**config.mk**
```make
export PLATFORM = sky130hd
export DESIGN_NAME = iter_muldiv
export DESIGN_NICKNAME = d
export VERILOG_FILES = /design/src/rtl/iter_muldiv.sv
export SDC_FILE = /design/constraint.sdc
export NUM_CORES = 1
export LEC_CHECK = 0
export CAP_MARGIN = 25
export CORE_UTILIZATION = 59
export DETAILED_ROUTE_END_ITERATION = 10
export GPL_ROUTABILITY_DRIVEN = 0
export PLACE_DENSITY_LB_ADDON = 0.2
export SYNTH_ARGS = -nofsm -noshare
export SYNTH_HDL_FRONTEND = slang
export SYNTH_SLANG_ARGS = --single-unit
```
**constraint.sdc**
```tcl
create_clock -name clk -period 6.9 [get_ports clk]
set_input_delay 1.38 -clock clk [delete_from_list [all_inputs] [get_ports clk]]
set_output_delay 1.38 -clock clk [all_outputs]
set_load 0.01 [all_outputs]
```
**src/rtl/iter_muldiv.sv**
```systemverilog
`default_nettype none
// ============================================================================
// Module      : iter_muldiv
// Description : Iterative RISC-V M-extension multiply/divide unit. One
//               operation at a time, XLEN iterations per operation, with a
//               constant latency of XLEN+1 cycles from the accepting edge to
//               the done pulse for every op and every operand value.
//               Multiply is radix-2 shift-add on operand magnitudes; divide is
//               restoring shift-subtract on magnitudes; sign is fixed up when
//               the result is registered.
// Build macro : ITER_MULDIV_DIV_EN - when defined, the divider is compiled in
//               and all eight ops are legal. When undefined, ops 100-111 run
//               the same state sequence but return result=0 with illegal=1.
// Ports       : clk     - clock, rising edge
//               reset   - asynchronous active-high reset
//               start   - operation request (ignored while busy)
//               op      - func3: MUL/MULH/MULHSU/MULHU/DIV/DIVU/REM/REMU
//               a, b    - operands rs1, rs2
//               busy    - iteration in progress
//               done    - one-cycle result-valid pulse
//               result  - registered result, held until next done or reset
//               illegal - op unsupported in this build (valid with done)
// Revision    : 1.0 - initial release
// ============================================================================
module iter_muldiv #(
  parameter int XLEN = 32
) (
  input  logic            clk,
  input  logic            reset,
  input  logic            start,
  input  logic [2:0]      op,
  input  logic [XLEN-1:0] a,
  input  logic [XLEN-1:0] b,
  output logic            busy,
  output logic            done,
  output logic [XLEN-1:0] result,
  output logic            illegal
);

  localparam int          c_CW   = $clog2(XLEN);
  localparam logic [1:0]  c_IDLE = 2'd0;
  localparam logic [1:0]  c_CALC = 2'd1;
  localparam logic [1:0]  c_DONE = 2'd2;
  localparam logic [XLEN-1:0]   c_ONE  = XLEN'(1);
  localparam logic [2*XLEN-1:0] c_ONE2 = (2*XLEN)'(1);

  logic [1:0]        r_state, w_next_state;
  logic [c_CW-1:0]   r_count;
  logic [2*XLEN-1:0] r_acc, w_acc_next;
  logic [XLEN-1:0]   r_opnd;
  logic [2:0]        r_op;
  logic              r_neg_res;
  logic [XLEN-1:0]   r_result, w_final;
  logic              r_illegal, w_illegal_op;
  logic              w_accept, w_last;
  logic              w_a_signed, w_b_signed, w_a_neg, w_b_neg;
  logic [XLEN-1:0]   w_a_mag, w_b_mag;
  logic [XLEN:0]     w_sum;
  logic [2*XLEN-1:0] w_mul_next, w_prod;
  logic [XLEN-1:0]   w_mul_res;

`ifdef ITER_MULDIV_DIV_EN
  logic              r_neg_rem, r_div_zero;
  logic [XLEN-1:0]   r_a;
  logic [XLEN:0]     w_rem_sh, w_trial;
  logic              w_ge;
  logic [2*XLEN-1:0] w_div_next;
  logic [XLEN-1:0]   w_quo, w_rem, w_quo_fix, w_rem_fix;
`endif

  assign w_accept = start && ((r_state == c_IDLE) || (r_state == c_DONE));
  assign w_last   = (r_state == c_CALC) && (r_count == '0);

  // Operand signedness by func3. MUL treats both as signed: the low half of
  // the product is the same either way.
  always_comb begin
    w_a_signed = 1'b0;
    w_b_signed = 1'b0;
    if (op[2]) begin
      w_a_signed = ~op[0];
      w_b_signed = ~op[0];
    end else begin
      w_a_signed = (op[1:0] != 2'b11);
      w_b_signed = ~op[1];
    end
  end

  assign w_a_neg = w_a_signed & a[XLEN-1];
  assign w_b_neg = w_b_signed & b[XLEN-1];
  assign w_a_mag = w_a_neg ? (~a + c_ONE) : a;
  assign w_b_mag = w_b_neg ? (~b + c_ONE) : b;

  // Shift-add step: acc = {partial high, remaining multiplier bits}.
  assign w_sum      = {1'b0, r_acc[2*XLEN-1:XLEN]} + (r_acc[0] ? {1'b0, r_opnd} : '0);
  assign w_mul_next = {w_sum, r_acc[XLEN-1:1]};

`ifdef ITER_MULDIV_DIV_EN
  // Restoring step: acc = {partial remainder, dividend/quotient bits}.
  // Bit XLEN of the trial difference is the borrow.
  assign w_rem_sh   = r_acc[2*XLEN-1:XLEN-1];
  assign w_trial    = w_rem_sh - {1'b0, r_opnd};
  assign w_ge       = ~w_trial[XLEN];
  assign w_div_next = {(w_ge ? w_trial[XLEN-1:0] : w_rem_sh[XLEN-1:0]),
                       r_acc[XLEN-2:0], w_ge};
  assign w_acc_next = r_op[2] ? w_div_next : w_mul_next;
`else
  assign w_acc_next = w_mul_next;
`endif

  // Final result is formed from the last iteration's value so it can be
  // registered on the CALC->DONE edge itself.
  assign w_prod    = r_neg_res ? (~w_acc_next + c_ONE2) : w_acc_next;
  assign w_mul_res = (r_op[1:0] == 2'b00) ? w_prod[XLEN-1:0] : w_prod[2*XLEN-1:XLEN];

`ifdef ITER_MULDIV_DIV_EN
  // Divide by zero falls out of the iteration as quotient all-ones and
  // remainder |a|; the raw values are forced so sign fix-up cannot alter them.
  // Signed overflow needs no special case: |a|/1 negated twice returns a.
  assign w_quo     = w_acc_next[XLEN-1:0];
  assign w_rem     = w_acc_next[2*XLEN-1:XLEN];
  assign w_quo_fix = r_div_zero ? '1  : (r_neg_res ? (~w_quo + c_ONE) : w_quo);
  assign w_rem_fix = r_div_zero ? r_a : (r_neg_rem ? (~w_rem + c_ONE) : w_rem);
  assign w_final      = r_op[2] ? (r_op[1] ? w_rem_fix : w_quo_fix) : w_mul_res;
  assign w_illegal_op = 1'b0;
`else
  assign w_final      = r_op[2] ? '0 : w_mul_res;
  assign w_illegal_op = r_op[2];
`endif

  // State register
  always_ff @(posedge clk or posedge reset) begin
    if (reset) begin
      r_state <= c_IDLE;
    end else begin
      r_state <= w_next_state;
    end
  end

  // Next-state logic
  always_comb begin
    w_next_state = c_IDLE;
    case (r_state)
      c_IDLE, c_DONE: w_next_state = start ? c_CALC : c_IDLE;
      c_CALC:         w_next_state = (r_count == '0) ? c_DONE : c_CALC;
      default:        w_next_state = c_IDLE;
    endcase
  end

  // Outputs
  always_comb begin
    busy    = (r_state == c_CALC);
    done    = (r_state == c_DONE);
    illegal = (r_state == c_DONE) & r_illegal;
    result  = r_result;
  end

  // Datapath
  always_ff @(posedge clk or posedge reset) begin
    if (reset) begin
      r_count    <= '0;
      r_acc      <= '0;
      r_opnd     <= '0;
      r_op       <= '0;
      r_neg_res  <= 1'b0;
      r_result   <= '0;
      r_illegal  <= 1'b0;
`ifdef ITER_MULDIV_DIV_EN
      r_neg_rem  <= 1'b0;
      r_div_zero <= 1'b0;
      r_a        <= '0;
`endif
    end else if (w_accept) begin
      r_op      <= op;
      r_count   <= c_CW'(XLEN-1);
      r_neg_res <= w_a_neg ^ w_b_neg;
`ifdef ITER_MULDIV_DIV_EN
      r_neg_rem  <= w_a_neg;
      r_div_zero <= (b == '0);
      r_a        <= a;
      if (op[2]) begin
        r_acc  <= {{XLEN{1'b0}}, w_a_mag};
        r_opnd <= w_b_mag;
      end else begin
        r_acc  <= {{XLEN{1'b0}}, w_b_mag};
        r_opnd <= w_a_mag;
      end
`else
      r_acc  <= {{XLEN{1'b0}}, w_b_mag};
      r_opnd <= w_a_mag;
`endif
    end else if (r_state == c_CALC) begin
      r_acc   <= w_acc_next;
      r_count <= r_count - c_CW'(1);
      if (w_last) begin
        r_result  <= w_final;
        r_illegal <= w_illegal_op;
      end
    end
  end

endmodule
`default_nettype wire

```
==> impl_metrics.ini, run 1 <==
[detailed_routing]
vias_per_cell = 6.45
remaining_drc_errors = 0
drt_iter0_markers = 1074
wl_um = 28400
routedWlPerCell_um = 18.3
ant_nets = 0
vias = 10000
first_pass_iters = 5

[logic_synthesis]
synth_area_leader_cell = dfrtp_1
synthAdderAreaFrac_pct = 4.65
synth_top_family_by_area = compound AO/OA/AOI/OAI gates
synth.top_cell.area_share_pct = 33.7
yosysSeqAreaShare_pct = 33.7
ys_types = 68
ys_top_cells_by_area = dfrtp_1 (34%), o21ai_0 (6.8%), xor2_1 (6.0%), nand2_1 (5.8%), xnor2_1 (5.3%)
async_flop_share_pct = 100
synth_xor_area_share_pct = 11.3
syn_nets = 1364
synth_ff_type = dfrtp_1
muxShareOfSynthArea_pct = 0.494
synth_cells = 1256
synth_compound_area_share_pct = 26.6
ys_seq_elements = 140
yosys_warnings = 0
syn_avg_cell_area_um2 = 8.27
synthSimpleGateAreaFrac_pct = 19.9
synth_area_um2 = 10400
synth-edff-count = 0

[floorplanning]
std_cell_rows = 48
die_y_um = 135
io_pins = 105
initial_utilization_pct = 60.3
design.core.area_um2 = 17200
fp.dieW_um = 135
die-area_um2 = 18100

[grt]
grt_overflow_total = 0
grt_pass1_vias = 9484
grt_pass1_wl_um = 47000
grt_util_all_layers_pct = 32.8
grt_start_max_net_pins = 106
antenna_found_initial = 0

[setup_path]
critical_path_class = register to register
required_ns = 7.20
crit_path_end_kind = register
cp_max_fo = 33
cp-start-kind = register
cp.arrival_ns = 5.48

[clock_network]
post_cts_buffers = 0
clk_pin_slew_ns = 0.06
cts.sinks = 140
clk_path_buf_depth = 2
holdBufCountCts = 0
h-tree-depth = 4
cts_buffers = 17
tritoncts = done
cts-root-buf = clkbuf_16
ctsResizeCount = 0
clk_latency_ns = 0.43

[sta]
skew_ns = 0.00793
min_period_ns = 5.18
relSlewSlack_pct = 30.5
finalSetupTns_ns = 0
max_freq_ghz = 0.193
tightest_slew_ns = 1.03
rsz0062_at_grt = no
setup_violations = 0
fin_crit_sh_pct = 75.0
hold_viol_final = 0
report.final.slew_viol_count = 0

[layout]
fin_area_um2 = 12200
multi_input_area_um2 = 6550
regArea_um2 = 3500
n_antenna_cell = 0
drive_gt1_share_pct = 5.05
filler_cell_count = 1400
final_net_count = 1422
area_growth_pct = 17.0

[pwr]
peakVddDrop_mv = 0.370
leakagePower_nw = 5.00
power_mw = 5.73
power_density_nw_per_um2 = 472

[placement]
io_buffers = 104
postPlaceCellArea_um2 = 11500
dp_hpwl_um = 20300

[outcome]
status = finished clean

[worst_hold_path]
hold_path_class = register to register

[flow_run]
drv_cap = 0
==> worst paths after layout <==
path / from / to / slack (ns) / cells after the start
setup / recovery: r_acc[0]$_DFFE_PP0P_ / result[29]$_DFFE_PP0P_ / 1.72 / 13
hold / removal: r_opnd[28]$_DFFE_PP0P_ / r_opnd[28]$_DFFE_PP0P_ / 0.47 / 2
setup reg to reg: r_acc[0]$_DFFE_PP0P_ / result[29]$_DFFE_PP0P_ / 1.72 / 13
hold reg to reg: r_opnd[28]$_DFFE_PP0P_ / r_opnd[28]$_DFFE_PP0P_ / 0.47 / 2
max in group asynchronous: reset / r_count[1]$_DFFE_PP0P_ / 4.27 / 3
min in group asynchronous: reset / result[7]$_DFFE_PP0P_ / 1.47 / 2
==> sequential cells by signal, indices dropped and copies added, names as in the netlist <==
| name | flops |
|---|---|
| r_acc | 64 |
| r_count | 5 |
| r_illegal | 1 |
| r_neg_res | 1 |
| r_op | 3 |
| r_opnd | 32 |
| r_state | 2 |
| result | 32 |
==> critical path: stages (launching register included) <==
cell and delay [ns]:
dfrtp_1 0.68, and2_1 0.32, ha_1 0.21, fa_1 0.41, a21o_1 0.22, a311o_1 0.46
a31oi_1 0.21, a221oi_1 0.22, a2111oi_0 0.61, nand4b_1 0.40, or3_1 0.57, o41ai_1 0.43
xor2_1 0.18, o221ai_1 0.12
==> layout by cell type, fill, tap and decap left out, drive strengths merged, types with 9 or more instances in the layout <==
cell and instances:
nor3 20, xor2 71, nor2 71, or3 24, a21oi 89, nor4 13
inv 21, o211ai 11, a21o 14, clkdlybuf4s50 104, o41ai 14, o21ai 154
nand2 161, clkbuf 19, dfrtp 140, xnor2 63, nand4 9, o31ai 27
or4 13, nand3 18, and2 43, ha 37, a22o 26, a22oi 34
==> cell families (layout without fill, tap and decap cells) <==
kind of cell,Yosys count,after routing
and+or+nand+nor,416,416
muxes,5,5
AOI/OAI and AO/OA,430,430
adders and majority gates,38,38
buffers and inverters,93,164
DFF,140,140
xor gates and xnor gates,134,134
==> routing by layer <==
metal	up-vias	global-route usage [%]	part of all wire (%)	wire length, um
met5	-	0	0	0
met2	367	53.4	48	13600
met4	0	10.6	2.1	605
li1	4706	-	-	-
met3	49	5.37	6.2	1760
met1	4893	44.7	44	12500
==> power by group <==
group / internal, mW / switching [mW] / total, mW / leakage (nW)
registers: 1.19 / 0.366 / 1.56 / 1.78
logic: 1.29 / 1.92 / 3.21 / 2.93
clock network: 0.589 / 0.375 / 0.963 / 0.292
total: 3.07 / 2.66 / 5.73 / 5.00
==> cells in the mapped netlist, types with 4 or more instances <==
library cell	instances
and2_1	43
nor2b_1	5
ha_1	37
or4_1	9
mux2i_1	4
nand4_1	9
or3_1	21
o41ai_1	12
xor2_1	71
a22o_1	26
o21ai_1	12
and4_1	6
a22oi_1	34
a31oi_1	7
inv_1	18
nor3_1	20
o211ai_1	11
a21o_1	14
nor2_1	71
a211oi_1	4
a311oi_1	5
xnor2_1	63
nor4_1	13
or4_4	4
clkbuf_1	71
nand2b_1	8
and3_1	6
nand3_1	18
o31ai_1	26
o21a_1	8
or2_2	5
dfrtp_1	140
o21ai_0	142
nand2_1	161
a21oi_1	89
o221ai_1	4
==> stage by stage <==
| stage | util (%) | hold slack (ns) | std cells | setup slack, ns |
|---|---|---|---|---|
| 6_report | 70.5 | 0.473 | 1552 | 1.72 |
| 5_1_grt | 70.5 | 0.500 | 1552 | 1.25 |
| 4_1_cts | 70.4 | 0.476 | 1551 | 1.76 |
| 3_5_place_dp | 66.8 | 0.463 | 1519 | 1.77 |
| 3_3_place_gp | 66.7 | 0.458 | 1518 | 1.97 |
| 2_1_floorplan | - | 0.437 | 1256 | 1.77 |
==> final cells by class <==
class | instances | area share (%)
timing repair buffer | 113 | 9.26
inverter | 19 | 0.628
clock buffer | 19 | 3.73
sequential | 140 | 28.8
multi-input combinational | 1023 | 53.9
clock inverter | 13 | 1.36
tap | 225 | 2.32
Note: power is estimated with default switching activity, not from simulation.
==> run 2: changes to the inputs <==
==> constraint.sdc (replaced) <==
create_clock -name clk -period 4.9 [get_ports clk]
set_input_delay 0.98 -clock clk [delete_from_list [all_inputs] [get_ports clk]]
set_output_delay 0.98 -clock clk [all_outputs]
set_load 0.01 [all_outputs]
==> impl_metrics.ini, run 2 (synthesis gave the netlist of run 1 again) <==
[placement]
postPlaceCellArea_um2 = 11600
io_buffers = 104
placedCellCount = 1530
place_ws_ns = 0.348
dp_hpwl_um = 21100

[detailed_routing]
vias_per_cell = 6.41
wl_um = 29300
drt_iter0_markers = 956
remaining_drc_errors = 0
ant_nets = 0
routedWlPerCell_um = 18.7
vias = 10000
first_pass_iters = 6

[floorplanning]
initial_utilization_pct = 60.3
design.core.area_um2 = 17200
std_cell_rows = 48
die_y_um = 135
io_pins = 105
fp.dieW_um = 135
die-area_um2 = 18100

[clock_network]
cts-root-buf = clkbuf_16
holdBufCountCts = 0
post_cts_buffers = 0
ctsResizeCount = 0
clk_latency_ns = 0.43
clk_pin_slew_ns = 0.06
cts.sinks = 140
tritoncts = done
cts_buffers = 17
clk_path_buf_depth = 2
h-tree-depth = 4

[layout]
n_antenna_cell = 0
fin_cells = 1562
largest_reg_flops = 64
fin_area_um2 = 12200
area_growth_pct = 17.7
largest_register = r_acc
final_net_count = 1433
drive_gt1_share_pct = 5.68
utilization_pct = 71.0
final_common_cell = nand2_1
layout_common_cells = nand2_1 (161), o21ai_0 (142), dfrtp_1 (139)

[setup_path]
cp_max_fo = 16
cp.arrival_ns = 4.92
rr_startpoint = r_acc[0]$_DFFE_PP0P_
crit_path_end_kind = register
crit_path_top_delay_cell = a2111oi_0
r2r_setup_slack_ns = 0.27
cp_num_buf_inv = 1
required_ns = 5.19
slowest_delay_ns = 0.60
cp-start-kind = register
reg2reg_depth = 13
crit_path_cell_trace = buf_4 -> and2_1 -> ha_1 -> a21o_1 -> a311o_1 -> a31oi_1 -> a221oi_1 -> a2111oi_0 -> nand4b_1 -> or3_1 -> o41ai_1 -> xor2_1 -> o221ai_1
r2r-end = result[29]$_DFFE_PP0P_
critical_path_class = register to register
critical_path.top_delay_family = compound AO/OA/AOI/OAI gates

[flow_run]
drv_cap = 0

[sta]
min_period_ns = 4.63
skew_ns = 0.0107
hold-worst-slack_ns = 0.476
tightest_slew_ns = 1.02
fin_ws_ns = 0.270
finalSetupTns_ns = 0
hold_viol_final = 0
fin_crit_sh_pct = 94.5
max_freq_ghz = 0.216
setup_violations = 0
rsz0062_at_grt = no
relSlewSlack_pct = 32.3
report.final.slew_viol_count = 0

[worst_hold_path]
min_to = r_illegal$_DFFE_PP0P_
hp-start = r_illegal$_DFFE_PP0P_
hold_path_class = register to register
min_path_cells = 2

[grt]
grt_pass1_wl_um = 47300
grt_overflow_total = 0
grt_pass1_vias = 9310
grt_util_all_layers_pct = 33.1
antenna_found_initial = 0
grt_start_max_net_pins = 86

[outcome]
status = finished clean

[pwr]
peakVddDrop_mv = 0.499
power_mw = 8.18
power_density_nw_per_um2 = 669
leakagePower_nw = 5.05
run 2: tightest hold or removal path, stage by stage, from the launching register on:
cell,delay [ns]
dfrtp_1,0.34
nand2_1,0.05
nand2_1,0.05
run 2: layout make-up:
class	count	area (um2)
Clock buffer	22	484
Clock inverter	9	135
Fill cell	1347	5010
Inverter	19	76.3
Multi-Input combinational cell	1023	6550
Sequential cell	140	3500
Tap cell	225	282
Timing Repair Buffer	124	1200
run 2: per-layer routing:
layer / track usage (%) / wire length (um)
met5: 0 / 0
met4: 10.2 / 658
met3: 5.48 / 2090
met2: 53.9 / 14100
met1: 45.2 / 12500
run 2: how the worst max path moves through the flow:
stage	from	endpoint	slack, ns	depth (start not counted)
4_1_cts	r_acc[0]$_DFFE_PP0P_	result[26]$_DFFE_PP0P_	0.31	13
3_3_place_gp	r_acc[0]$_DFFE_PP0P_	result[26]$_DFFE_PP0P_	0.45	13
5_1_grt	r_acc[0]$_DFFE_PP0P_	result[29]$_DFFE_PP0P_	0.08	13
3_5_place_dp	r_acc[0]$_DFFE_PP0P_	result[26]$_DFFE_PP0P_	0.35	13
2_1_floorplan	reset	r_acc[0]$_DFFE_PP0P_	0.17	1
6_report	r_acc[0]$_DFFE_PP0P_	result[29]$_DFFE_PP0P_	0.27	13
run 2: report_power, final:
| group | internal (mW) | leakage (nW) | total (mW) | switching, mW |
|---|---|---|---|---|
| clock network | 0.853 | 0.295 | 1.36 | 0.509 |
| registers | 1.68 | 1.78 | 2.20 | 0.520 |
| logic | 1.85 | 2.98 | 4.62 | 2.77 |
==> run 3: changes to the inputs <==
--- a/config.mk
+++ b/config.mk
@@ -5,8 +5,9 @@
 export SDC_FILE = /design/constraint.sdc
 export NUM_CORES = 1
 export LEC_CHECK = 0
-export CAP_MARGIN = 25
+export CAP_MARGIN = 20
 export CORE_UTILIZATION = 59
+export CTS_BUF_LIST = sky130_fd_sc_hd__clkbuf_4
 export DETAILED_ROUTE_END_ITERATION = 10
 export GPL_ROUTABILITY_DRIVEN = 0
 export PLACE_DENSITY_LB_ADDON = 0.2
==> impl_metrics.ini, run 3 (synthesis gave the netlist of run 1 again) <==
[worst_hold_path]
hold_path_class = register to register
min_path_cells = 2

[layout]
area_growth_pct = 14.5
filler_cell_count = 1400
layout_common_cells = nand2_1 (161), o21ai_0 (142), dfrtp_1 (139)
final_common_cell = nand2_1
largest_register = r_acc
final_net_count = 1433
largest_reg_flops = 64
drive_gt1_share_pct = 5.46

[grt]
grt_overflow_total = 0
antenna_found_initial = 1
grt_pass1_vias = 9257
grt_pass1_wl_um = 46400
grt_util_all_layers_pct = 32.5
grt_start_max_net_pins = 86

[sta]
tightest_slew_ns = 0.956
fin_ws_ns = 0.263
fin_crit_sh_pct = 94.6
rsz0062_at_grt = no
relSlewSlack_pct = 36.3
setup_violations = 0
skew_ns = 0.0230
hold_viol_final = 0
min_period_ns = 4.64
max_freq_ghz = 0.216
finalSetupTns_ns = 0
report.final.slew_viol_count = 0

[floorplanning]
io_pins = 105
die-area_um2 = 18100
design.core.area_um2 = 17200
std_cell_rows = 48
initial_utilization_pct = 60.3
die_y_um = 135
fp.dieW_um = 135

[detailed_routing]
vias_per_cell = 6.39
ant_nets = 0
first_pass_iters = 6
routedWlPerCell_um = 18.4
drt_iter0_markers = 879
remaining_drc_errors = 0
wl_um = 28700
vias = 9994

[placement]
io_buffers = 104
place_ws_ns = 0.348
dp_hpwl_um = 21100

[outcome]
status = finished clean

[setup_path]
cp_max_fo = 6
cp.arrival_ns = 5.11
critical_path_class = register to register
cp-start-kind = register
required_ns = 5.37
crit_path_end_kind = register
reg2reg_depth = 13

[clock_network]
holdBufCountCts = 0
tritoncts = done
cts_buffers = 17
h-tree-depth = 4
clk_latency_ns = 0.58
cts.sinks = 140
post_cts_buffers = 0
cts-root-buf = clkbuf_4
ctsResizeCount = 0
clk_path_buf_depth = 2
clk_pin_slew_ns = 0.13

[pwr]
power_density_nw_per_um2 = 636
peakVddDrop_mv = 0.503
leakagePower_nw = 4.90

[flow_run]
drv_cap = 0
run 3: changes by cell type in the layout (fill, tap and decap cells not counted), sizes merged:
cell    previous run  this run
diode              0         1
clkbuf            22        18
clkinv             2         6
run 3: path summary, 6_finish.rpt:
check | slack [ns] | to | from
max | 0.26 | result[27]$_DFFE_PP0P_ | r_acc[0]$_DFFE_PP0P_
min | 0.49 | r_opnd[30]$_DFFE_PP0P_ | r_opnd[30]$_DFFE_PP0P_
max reg2reg | 0.26 | result[27]$_DFFE_PP0P_ | r_acc[0]$_DFFE_PP0P_
min reg2reg | 0.49 | r_opnd[30]$_DFFE_PP0P_ | r_opnd[30]$_DFFE_PP0P_
max in group asynchronous | 3.06 | r_acc[16]$_DFFE_PP0P_ | reset
min in group asynchronous | 0.90 | r_acc[11]$_DFFE_PP0P_ | reset
run 3: power by group:
part	total, mW	internal [mW]	switching, mW
logic	4.61	1.85	2.76
clock network	0.792	0.350	0.442
registers	2.16	1.67	0.490
total	7.57	3.87	3.69
run 3: layout make-up:
type / count / area [um2] / area share (%)
clock inverters: 13 / 150 / 1.26
clock buffers: 18 / 135 / 1.14
flip-flops and latches: 140 / 3500 / 29.5
inverters: 19 / 76.3 / 0.641
repair buffers: 124 / 1200 / 10.1
well taps: 225 / 282 / 2.37
diodes: 1 / 2.50 / 0.0210
multi-input cells: 1023 / 6550 / 55.0
run 3: metrics by stage:
step / total power, mW / utilization, % / std cells / hold slack, ns / cell area, um2
floorplan: 5.35 / - / 1256 / 0.437 / 10400
global placement: 6.56 / 67.2 / 1530 / 0.453 / 11600
detailed placement: 6.67 / 67.2 / 1530 / 0.462 / 11600
CTS: 7.48 / 68.9 / 1561 / 0.492 / 11900
global route: 8.10 / 69.0 / 1563 / 0.519 / 11900
finish: 7.57 / 69.0 / 1563 / 0.490 / 11900
run 3: per-layer routing:
| metal | vias to the layer above | share of wire (%) | track usage (%) |
|---|---|---|---|
| met5 | - | 0 | 0 |
| met4 | 0 | 3.0 | 11.5 |
| met3 | 72 | 7.2 | 5.63 |
| met2 | 401 | 47 | 51.7 |
| met1 | 4793 | 43 | 44.6 |
| li1 | 4728 | - | - |
run 3: critical path, stage by stage (launching register included):
cell and delay, ns:
dfrtp_1 0.43, and2_1 0.17, ha_1 0.20, fa_1 0.41
a21o_1 0.22, a311o_1 0.47, a21o_1 0.26, xor2_1 0.23
a2111oi_0 0.55, nand4b_1 0.27, or3_1 0.55, and3_1 0.21
or3_1 0.35, a22o_1 0.20
